### config.mk
export PLATFORM = sky130hd
export DESIGN_NAME = motor_cmd_tx
export DESIGN_NICKNAME = d
export VERILOG_FILES = /design/src/rtl/motor_cmd_pkg.sv /design/src/rtl/uart_tx_core.sv /design/src/rtl/motor_cmd_tx.sv
export SDC_FILE = /design/constraint.sdc
export NUM_CORES = 1
export LEC_CHECK = 0
export ABC_AREA = 1
export CORE_MARGIN = 2
export CORE_UTILIZATION = 35
export DETAILED_ROUTE_END_ITERATION = 10
export GPL_TIMING_DRIVEN = 1
export HOLD_SLACK_MARGIN = 0.08
export PLACE_DENSITY = 0.53
export SKIP_LAST_GASP = 1
export SYNTH_ARGS = -nofsm -noshare
export SYNTH_HDL_FRONTEND = slang
export SYNTH_SLANG_ARGS = --single-unit
### constraint.sdc
create_clock -name sys_clk -period 2 [get_ports sys_clk]
set_input_delay 0.4 -clock sys_clk [delete_from_list [all_inputs] [get_ports sys_clk]]
set_output_delay 0.4 -clock sys_clk [all_outputs]
set_load 0.02 [all_outputs]
### src/rtl/motor_cmd_pkg.sv
`default_nettype none
// ============================================================================
//  Module      : motor_cmd_pkg
//  Description : Shared constants for the remote-side motor command encoder:
//                motor/servo field codes, UART transmitter state encoding and
//                the command-byte packing helper.
//  Ports       : none (package)
//  Revision    : 1.0 - initial release
// ============================================================================
package motor_cmd_pkg;

    // Motor field codes (command byte bits [7:5])
    localparam logic [2:0] MOTOR_FWD      = 3'b011;
    localparam logic [2:0] MOTOR_BACK     = 3'b110;
    localparam logic [2:0] MOTOR_HALT     = 3'b000;

    // Servo field codes (command byte bits [4:2])
    localparam logic [2:0] SERVO_LEFT     = 3'b011;
    localparam logic [2:0] SERVO_RIGHT    = 3'b110;
    localparam logic [2:0] SERVO_STRAIGHT = 3'b101;
    localparam logic [2:0] SERVO_NONE     = 3'b000;

    // UART transmitter state encoding
    localparam logic [1:0] ST_IDLE        = 2'd0;
    localparam logic [1:0] ST_START       = 2'd1;
    localparam logic [1:0] ST_DATA        = 2'd2;
    localparam logic [1:0] ST_STOP        = 2'd3;

    // Command byte layout: {motor, servo, 2'b00}; the two LSBs are reserved.
    function automatic logic [7:0] pack_cmd(input logic [2:0] motor,
                                            input logic [2:0] servo);
        return {motor, servo, 2'b00};
    endfunction

endpackage
`default_nettype wire

### src/rtl/uart_tx_core.sv
`default_nettype none
// ============================================================================
//  Module      : uart_tx_core
//  Description : 8N1 UART serialiser. A one-cycle i_start while idle latches
//                i_data and sends start bit, 8 data bits LSB first and a stop
//                bit, each CLKS_PER_BIT cycles wide.
//  Ports       : clk, rst (async, active-high)
//                i_start     - load request, honoured only while idle
//                i_data      - byte to send, sampled on the accepted i_start
//                o_tx        - serial line, idle high
//                o_busy      - high from the accepting cycle until the stop
//                              bit ends
//                o_done      - one-cycle pulse as the stop bit completes
//                o_sent_byte - last completed byte, updated with o_done
//  Revision    : 1.0 - initial release
// ============================================================================
module uart_tx_core
    import motor_cmd_pkg::*;
#(
    parameter int CLKS_PER_BIT = 868
) (
    input  logic       clk,
    input  logic       rst,
    input  logic       i_start,
    input  logic [7:0] i_data,
    output logic       o_tx,
    output logic       o_busy,
    output logic       o_done,
    output logic [7:0] o_sent_byte
);

    localparam int              c_CNT_W   = (CLKS_PER_BIT > 1) ? $clog2(CLKS_PER_BIT) : 1;
    localparam logic [c_CNT_W-1:0] c_BIT_MAX = c_CNT_W'(CLKS_PER_BIT - 1);
    localparam logic [c_CNT_W-1:0] c_CNT_ONE = c_CNT_W'(1);

    logic [1:0]         r_state,     w_state_nxt;
    logic [c_CNT_W-1:0] r_cnt,       w_cnt_nxt;
    logic [2:0]         r_idx,       w_idx_nxt;
    logic [7:0]         r_data,      w_data_nxt;
    logic               r_tx,        w_tx_nxt;
    logic               r_busy,      w_busy_nxt;
    logic               r_done,      w_done_nxt;
    logic [7:0]         r_sent_byte, w_sent_byte_nxt;
    logic               w_bit_end;

    always_comb begin
        w_bit_end       = (r_cnt == c_BIT_MAX);
        w_state_nxt     = r_state;
        w_cnt_nxt       = r_cnt;
        w_idx_nxt       = r_idx;
        w_data_nxt      = r_data;
        w_tx_nxt        = r_tx;
        w_busy_nxt      = r_busy;
        w_done_nxt      = 1'b0;
        w_sent_byte_nxt = r_sent_byte;

        case (r_state)
            ST_IDLE: begin
                if (i_start) begin
                    w_state_nxt = ST_START;
                    w_cnt_nxt   = '0;
                    w_data_nxt  = i_data;
                    w_tx_nxt    = 1'b0;
                    w_busy_nxt  = 1'b1;
                end
            end
            ST_START: begin
                if (w_bit_end) begin
                    w_state_nxt = ST_DATA;
                    w_cnt_nxt   = '0;
                    w_idx_nxt   = 3'd0;
                    w_tx_nxt    = r_data[0];
                end else begin
                    w_cnt_nxt   = r_cnt + c_CNT_ONE;
                end
            end
            ST_DATA: begin
                if (w_bit_end) begin
                    w_cnt_nxt = '0;
                    if (r_idx == 3'd7) begin
                        w_state_nxt = ST_STOP;
                        w_tx_nxt    = 1'b1;
                    end else begin
                        w_idx_nxt   = r_idx + 3'd1;
                        w_tx_nxt    = r_data[r_idx + 3'd1];
                    end
                end else begin
                    w_cnt_nxt = r_cnt + c_CNT_ONE;
                end
            end
            ST_STOP: begin
                if (w_bit_end) begin
                    w_state_nxt     = ST_IDLE;
                    w_cnt_nxt       = '0;
                    w_busy_nxt      = 1'b0;
                    w_done_nxt      = 1'b1;
                    w_sent_byte_nxt = r_data;
                end else begin
                    w_cnt_nxt       = r_cnt + c_CNT_ONE;
                end
            end
            default: begin
                w_state_nxt = ST_IDLE;
                w_cnt_nxt   = '0;
                w_tx_nxt    = 1'b1;
                w_busy_nxt  = 1'b0;
            end
        endcase
    end

    // Async reset forces the line idle at once, aborting any frame in flight.
    always_ff @(posedge clk or posedge rst) begin
        if (rst) begin
            r_state     <= ST_IDLE;
            r_cnt       <= '0;
            r_idx       <= 3'd0;
            r_data      <= 8'h00;
            r_tx        <= 1'b1;
            r_busy      <= 1'b0;
            r_done      <= 1'b0;
            r_sent_byte <= 8'h00;
        end else begin
            r_state     <= w_state_nxt;
            r_cnt       <= w_cnt_nxt;
            r_idx       <= w_idx_nxt;
            r_data      <= w_data_nxt;
            r_tx        <= w_tx_nxt;
            r_busy      <= w_busy_nxt;
            r_done      <= w_done_nxt;
            r_sent_byte <= w_sent_byte_nxt;
        end
    end

    assign o_tx        = r_tx;
    assign o_busy      = r_busy;
    assign o_done      = r_done;
    assign o_sent_byte = r_sent_byte;

endmodule
`default_nettype wire

### src/rtl/motor_cmd_tx.sv
`default_nettype none
// ============================================================================
//  Module      : motor_cmd_tx
//  Description : Remote-side command encoder. Synchronises five buttons,
//                encodes them into {motor, servo, 2'b00} and sends the byte
//                as UART 8N1 every PERIOD_CYC cycles and whenever the motor
//                code changes.
//  Ports       : sys_clk, rst (async, active-high)
//                btn_fwd/btn_back/btn_left/btn_right/btn_center - async buttons
//                tx_pin    - UART serial out, idle high
//                busy      - high while a frame is on the line
//                sent      - one-cycle pulse when a stop bit completes
//                sent_byte - last byte transmitted
//  Revision    : 1.0 - initial release
// ============================================================================
module motor_cmd_tx
    import motor_cmd_pkg::*;
#(
    parameter int SYS_CLK_FREQ = 100_000_000,
    parameter int BAUD_RATE    = 115200,
    parameter int CLKS_PER_BIT = SYS_CLK_FREQ / BAUD_RATE,
    parameter int PERIOD_CYC   = 2_000_000
) (
    input  logic       sys_clk,
    input  logic       rst,
    input  logic       btn_fwd,
    input  logic       btn_back,
    input  logic       btn_left,
    input  logic       btn_right,
    input  logic       btn_center,
    output logic       tx_pin,
    output logic       busy,
    output logic       sent,
    output logic [7:0] sent_byte
);

    localparam int                 c_PER_W   = (PERIOD_CYC > 1) ? $clog2(PERIOD_CYC) : 1;
    localparam logic [c_PER_W-1:0] c_PER_MAX = c_PER_W'(PERIOD_CYC - 1);
    localparam logic [c_PER_W-1:0] c_PER_ONE = c_PER_W'(1);

    // Button vector order: [0]=fwd [1]=back [2]=left [3]=right [4]=center
    logic [4:0]         w_btn_raw;
    logic [4:0]         r_btn_meta;
    logic [4:0]         r_btn_sync;
    logic [c_PER_W-1:0] r_period_cnt, w_period_cnt_nxt;
    logic               r_pending,    w_pending_nxt;
    logic [2:0]         r_last_motor, w_last_motor_nxt;
    logic [2:0]         w_motor;
    logic [2:0]         w_servo;
    logic [7:0]         w_cmd;
    logic               w_tick;
    logic               w_load;
    logic               w_busy;

    assign w_btn_raw = {btn_center, btn_right, btn_left, btn_back, btn_fwd};

    always_comb begin
        w_motor = MOTOR_HALT;
        if (r_btn_sync[0] && !r_btn_sync[1]) begin
            w_motor = MOTOR_FWD;
        end else if (r_btn_sync[1] && !r_btn_sync[0]) begin
            w_motor = MOTOR_BACK;
        end

        // Centre wins over any left/right combination.
        w_servo = SERVO_NONE;
        if (r_btn_sync[4]) begin
            w_servo = SERVO_STRAIGHT;
        end else if (r_btn_sync[2] && !r_btn_sync[3]) begin
            w_servo = SERVO_LEFT;
        end else if (r_btn_sync[3] && !r_btn_sync[2]) begin
            w_servo = SERVO_RIGHT;
        end

        w_cmd            = pack_cmd(w_motor, w_servo);
        w_tick           = (r_period_cnt == c_PER_MAX);
        w_period_cnt_nxt = w_tick ? '0 : (r_period_cnt + c_PER_ONE);

        // The load cycle samples the live command and adopts its motor code,
        // so any request arriving in that same cycle is already covered.
        w_load           = r_pending && !w_busy;
        w_last_motor_nxt = w_load ? w_motor : r_last_motor;
        w_pending_nxt    = w_load ? 1'b0
                                  : (r_pending || w_tick || (w_motor != r_last_motor));
    end

    always_ff @(posedge sys_clk or posedge rst) begin
        if (rst) begin
            r_btn_meta   <= 5'b00000;
            r_btn_sync   <= 5'b00000;
            r_period_cnt <= '0;
            r_pending    <= 1'b0;
            r_last_motor <= MOTOR_HALT;
        end else begin
            r_btn_meta   <= w_btn_raw;
            r_btn_sync   <= r_btn_meta;
            r_period_cnt <= w_period_cnt_nxt;
            r_pending    <= w_pending_nxt;
            r_last_motor <= w_last_motor_nxt;
        end
    end

    uart_tx_core #(
        .CLKS_PER_BIT (CLKS_PER_BIT)
    ) u_uart_tx_core (
        .clk         (sys_clk),
        .rst         (rst),
        .i_start     (w_load),
        .i_data      (w_cmd),
        .o_tx        (tx_pin),
        .o_busy      (w_busy),
        .o_done      (sent),
        .o_sent_byte (sent_byte)
    );

    assign busy = w_busy;

endmodule
`default_nettype wire

==> parameters.txt <==
Parameter                              Value

Worst setup path
  Worst reg2reg setup slack ... 0.38 ns
  Cell with the biggest individual delay on the critical path ... sky130_fd_sc_hd__clkdlybuf4s50_1
  Endpoint type of the worst setup path ... output pin
  Startpoint type of the worst setup path ... flip-flop
  Critical Path Stages ... 1
  Timing endpoint of the critical path ... tx_pin
  Data required, critical path ... 1.60 ns
  Bufs and invs on worst path ... 1
  Reg2reg end ... u_uart_tx_core.r_cnt[1]
  Launching element of the worst setup path ... u_uart_tx_core.o_tx
  Reg2reg start ... u_uart_tx_core.r_state[0]
  Worst path top cell family by delay ... buffers and inverters
  Largest fanout of any net on the critical path ... 2
  Worst stage delay on the critical path ... 0.59 ns
  Cells on worst reg2reg path ... 6
  Path type of the worst setup path ... reg -> out
  CP Data Arrival Time ... 1.47 ns
  List of cells traversed by the critical path ... clkdlybuf4s50_1

Place
  Cell area after placement ... 3795 sq um
  Final weighted congestion in routability-driven placement ... 0.8596
  Number of I/O port buffers ... 15
  Post-DP HPWL ... 4.993 mm

Clock network
  Longest Clk Path Bufs ... 2
  Number of post-CTS setup repair buffers ... 0
  Clock-pin slew on the worst setup and hold paths ... 0.08 ns
  CTS tree ... built
  Num CTS Buffers ... 9
  Number of levels in the clock H-tree ... 3
  Clk root buf ... sky130_fd_sc_hd__clkbuf_8
  Clock network latency to the later pin of the worst-skew pair ... 0.34 ns
  Hold_buf cts ... 0
  Number of cells upsized or downsized after cts ... 0
  Count of clock tree sinks ... 65

GRT
  Total global-route track usage ... 14.41%
  Global-route congestion overflow total ... 0
  Vias in the first global route ... 2,602
  Number of antenna violations at the first check in global routing ... 0
  Wire length of the first global-routing pass ... 11.90 mm
  Maximum number of pins on one net before global-route repair ... 25

Final layout
  Final design area excluding fillers ... 4015 sq um
  Final core utilization ... 41.46%
  Filler instances ... 973
  Flip-flop and latch area ... 1628 sq um
  Layout cell share with drive strength beyond 1 ... 16.37%
  Diode count ... 0
  Area occupied by multi-input gates ... 1558 sq um
  Synth-to-layout area growth ... 16.23%
  Net count, final ... 460

Worst hold path
  Type of the tightest min-delay check ... reg -> reg

Job
  Max-cap check violation count ... 0

Routing
  Final wirelength ... 6.597 mm
  Total DRC errors in the routed layout ... 0
  DRC marker count from the first detailed-route iteration ... 82
  Count of nets left with antenna violations after detail routing ... 0
  Number of vias per cell after detailed routing ... 4.470
  Initial DRT Pass Iterations ... 4
  Vias after detailed routing ... 2,588
  Average wire per standard cell ... 11.39 um

Synthesis
  Average cell area after synthesis ... 8.365 sq um
  Share of the yosys chip area belonging to registers ... 47.12%
  Synth cell count leaders ... sky130_fd_sc_hd__nand2_1, sky130_fd_sc_hd__dfrtp_1, sky130_fd_sc_hd__inv_1
  Synth Register Bits ... 65
  Post-synth top flop ... sky130_fd_sc_hd__dfrtp_1
  Cell with the most instances after synthesis ... sky130_fd_sc_hd__nand2_1
  Syn Inst Count ... 413
  Unique cell type count in the Yosys netlist ... 34
  Top area cells in the synthesized netlist ... sky130_fd_sc_hd__dfrtp_1, sky130_fd_sc_hd__nand2_1, sky130_fd_sc_hd__inv_1
  Netlist area before placement ... 3455 sq um
  Post-synthesis async set-or-reset flop share ... 100.0%
  Most area-hungry cell type in the Yosys netlist ... sky130_fd_sc_hd__dfrtp_1
  YS warnings ... 0
  Share of the synthesized area in the top cell type ... 46.36%
  Number of enable flip-flop cells after synthesis ... 0

Timing
  Unrepaired setup endpoints after global routing ... no
  Final sum of negative setup slack ... 0 ns
  Final setup fails ... 0
  Final Hold Fails ... 0
  Number of max-slew violations in the final report ... 0
  Highest Clock Rate ... 535.2 MHz
  Largest clock skew in the final design ... 0.01043 ns
  Final period utilization ... 93.43%
  Hold Worst Slack ... 0.3494 ns
  Crit path time final ... 1.869 ns

Pwr
  Sum of internal, switching and leakage power ... 0.003778 W
  Leakage power of the design ... 1.913 nW
  Power density cells ... 940.9 nW/um^2
  VDD IR max ... 408.4 uV

Floorplan
  Die ar. ... 10,680 sq um
  I/O pin total ... 18
  Initial core utilization ... 35.67%
  Die span in x ... 103.4 um
  Placeable core area ... 9684 sq um
  Count of standard-cell rows ... 36
  Vert. Die Dim ... 103.4 um

Run status
  Outcome ... finished clean
cells in the final DEF, fill, tap and decap left out, types with 3 or more instances in the layout:
master	Yosys	final
sky130_fd_sc_hd__inv_2	5	5
sky130_fd_sc_hd__nor2_2	13	13
sky130_fd_sc_hd__nor2_1	31	31
sky130_fd_sc_hd__a21oi_1	4	4
sky130_fd_sc_hd__nand2_2	12	12
sky130_fd_sc_hd__nand2_1	103	103
sky130_fd_sc_hd__ha_1	12	12
sky130_fd_sc_hd__o21ai_0	20	20
sky130_fd_sc_hd__nor3_2	3	3
sky130_fd_sc_hd__xnor2_1	3	3
sky130_fd_sc_hd__dfrtp_1	64	64
sky130_fd_sc_hd__clkbuf_8	0	10
sky130_fd_sc_hd__inv_1	59	58
sky130_fd_sc_hd__nor2_4	5	5
sky130_fd_sc_hd__xor2_1	14	14
sky130_fd_sc_hd__nand4_1	6	6
sky130_fd_sc_hd__buf_4	2	3
sky130_fd_sc_hd__o21ai_2	6	6
sky130_fd_sc_hd__nand3_1	28	28
sky130_fd_sc_hd__clkdlybuf4s50_1	0	15
sky130_fd_sc_hd__nor3_1	6	6
worst reg2reg max path: stages (launching register included):
cell                      delay, ns
sky130_fd_sc_hd__dfrtp_1       0.41
sky130_fd_sc_hd__inv_1         0.10
sky130_fd_sc_hd__ha_1          0.20
sky130_fd_sc_hd__inv_2         0.10
sky130_fd_sc_hd__nor2_2        0.28
sky130_fd_sc_hd__inv_1         0.22
sky130_fd_sc_hd__o21ai_0       0.22
cell type report:
class / count / area share, %
tap: 133 / 4.145
timing repair buffer: 19 / 4.799
inverter: 65 / 6.232
sequential: 65 / 40.54
clock buffer: 11 / 3.521
multi-input combinational: 281 / 38.80
clock inverter: 5 / 1.963
worst min-delay path by stage:
stage / start / end / depth (start not counted)
global route: r_btn_meta[0] / r_btn_sync[0] / 0
floorplan: r_btn_meta[0] / r_btn_sync[0] / 0
global placement: r_btn_meta[2] / r_btn_sync[2] / 0
CTS: r_btn_meta[2] / r_btn_sync[2] / 0
finish: r_btn_meta[2] / r_btn_sync[2] / 0
detailed placement: r_btn_meta[2] / r_btn_sync[2] / 0
through the flow:
stage / worst slack (ns) / cells
6_report: 0.1315 / 579
5_1_grt: 0.06808 / 579
4_1_cts: 0.1025 / 579
3_5_place_dp: 0.3719 / 563
3_3_place_gp: 0.3938 / 563
2_1_floorplan: 0.5950 / 414
where the power goes:
part           internal (W)  total [W]  switching, W  leakage (nW)
Combinational      0.000315   0.000933      0.000618         0.956
Sequential          0.00149    0.00161      0.000125         0.843
Clock              0.000734    0.00123      0.000500         0.113
layer usage:
layer / GRT usage, % / part of all wire [%] / vias up
li1: - / - / 1342
met2: 23.57 / 46 / 41
met3: 4.301 / 3.2 / 9
met1: 18.24 / 49 / 1196
met5: 0 / 0 / -
met4: 4.858 / 1.3 / 0
logic make-up (layout without fill, tap and decap cells):
| kind of cell | count (synthesis) | count (layout) | share of synthesized area [%] |
|---|---|---|---|
| other | 1 | 2 | 0.1086 |
| buffers and inverters | 68 | 100 | 7.896 |
| adders and majority gates | 12 | 12 | 4.346 |
| xor gates and xnor gates | 17 | 17 | 4.310 |
| AOI/OAI and AO/OA | 37 | 37 | 6.374 |
| DFF | 65 | 65 | 47.12 |
| and+or+nand+nor | 213 | 213 | 29.84 |
state kept, by name, indices dropped and copies added, names as in the netlist:
register                    count
u_uart_tx_core.o_done           1
u_uart_tx_core.r_idx            3
r_btn_sync                      5
u_uart_tx_core.o_tx             1
r_pending                       1
u_uart_tx_core.r_data           6
r_btn_meta                      5
r_period_cnt                   21
u_uart_tx_core.r_state          2
u_uart_tx_core.o_busy           1
u_uart_tx_core.r_cnt           10
r_last_motor                    3
u_uart_tx_core.o_sent_byte      6
No activity file was read; power rests on OpenSTA's default activity.
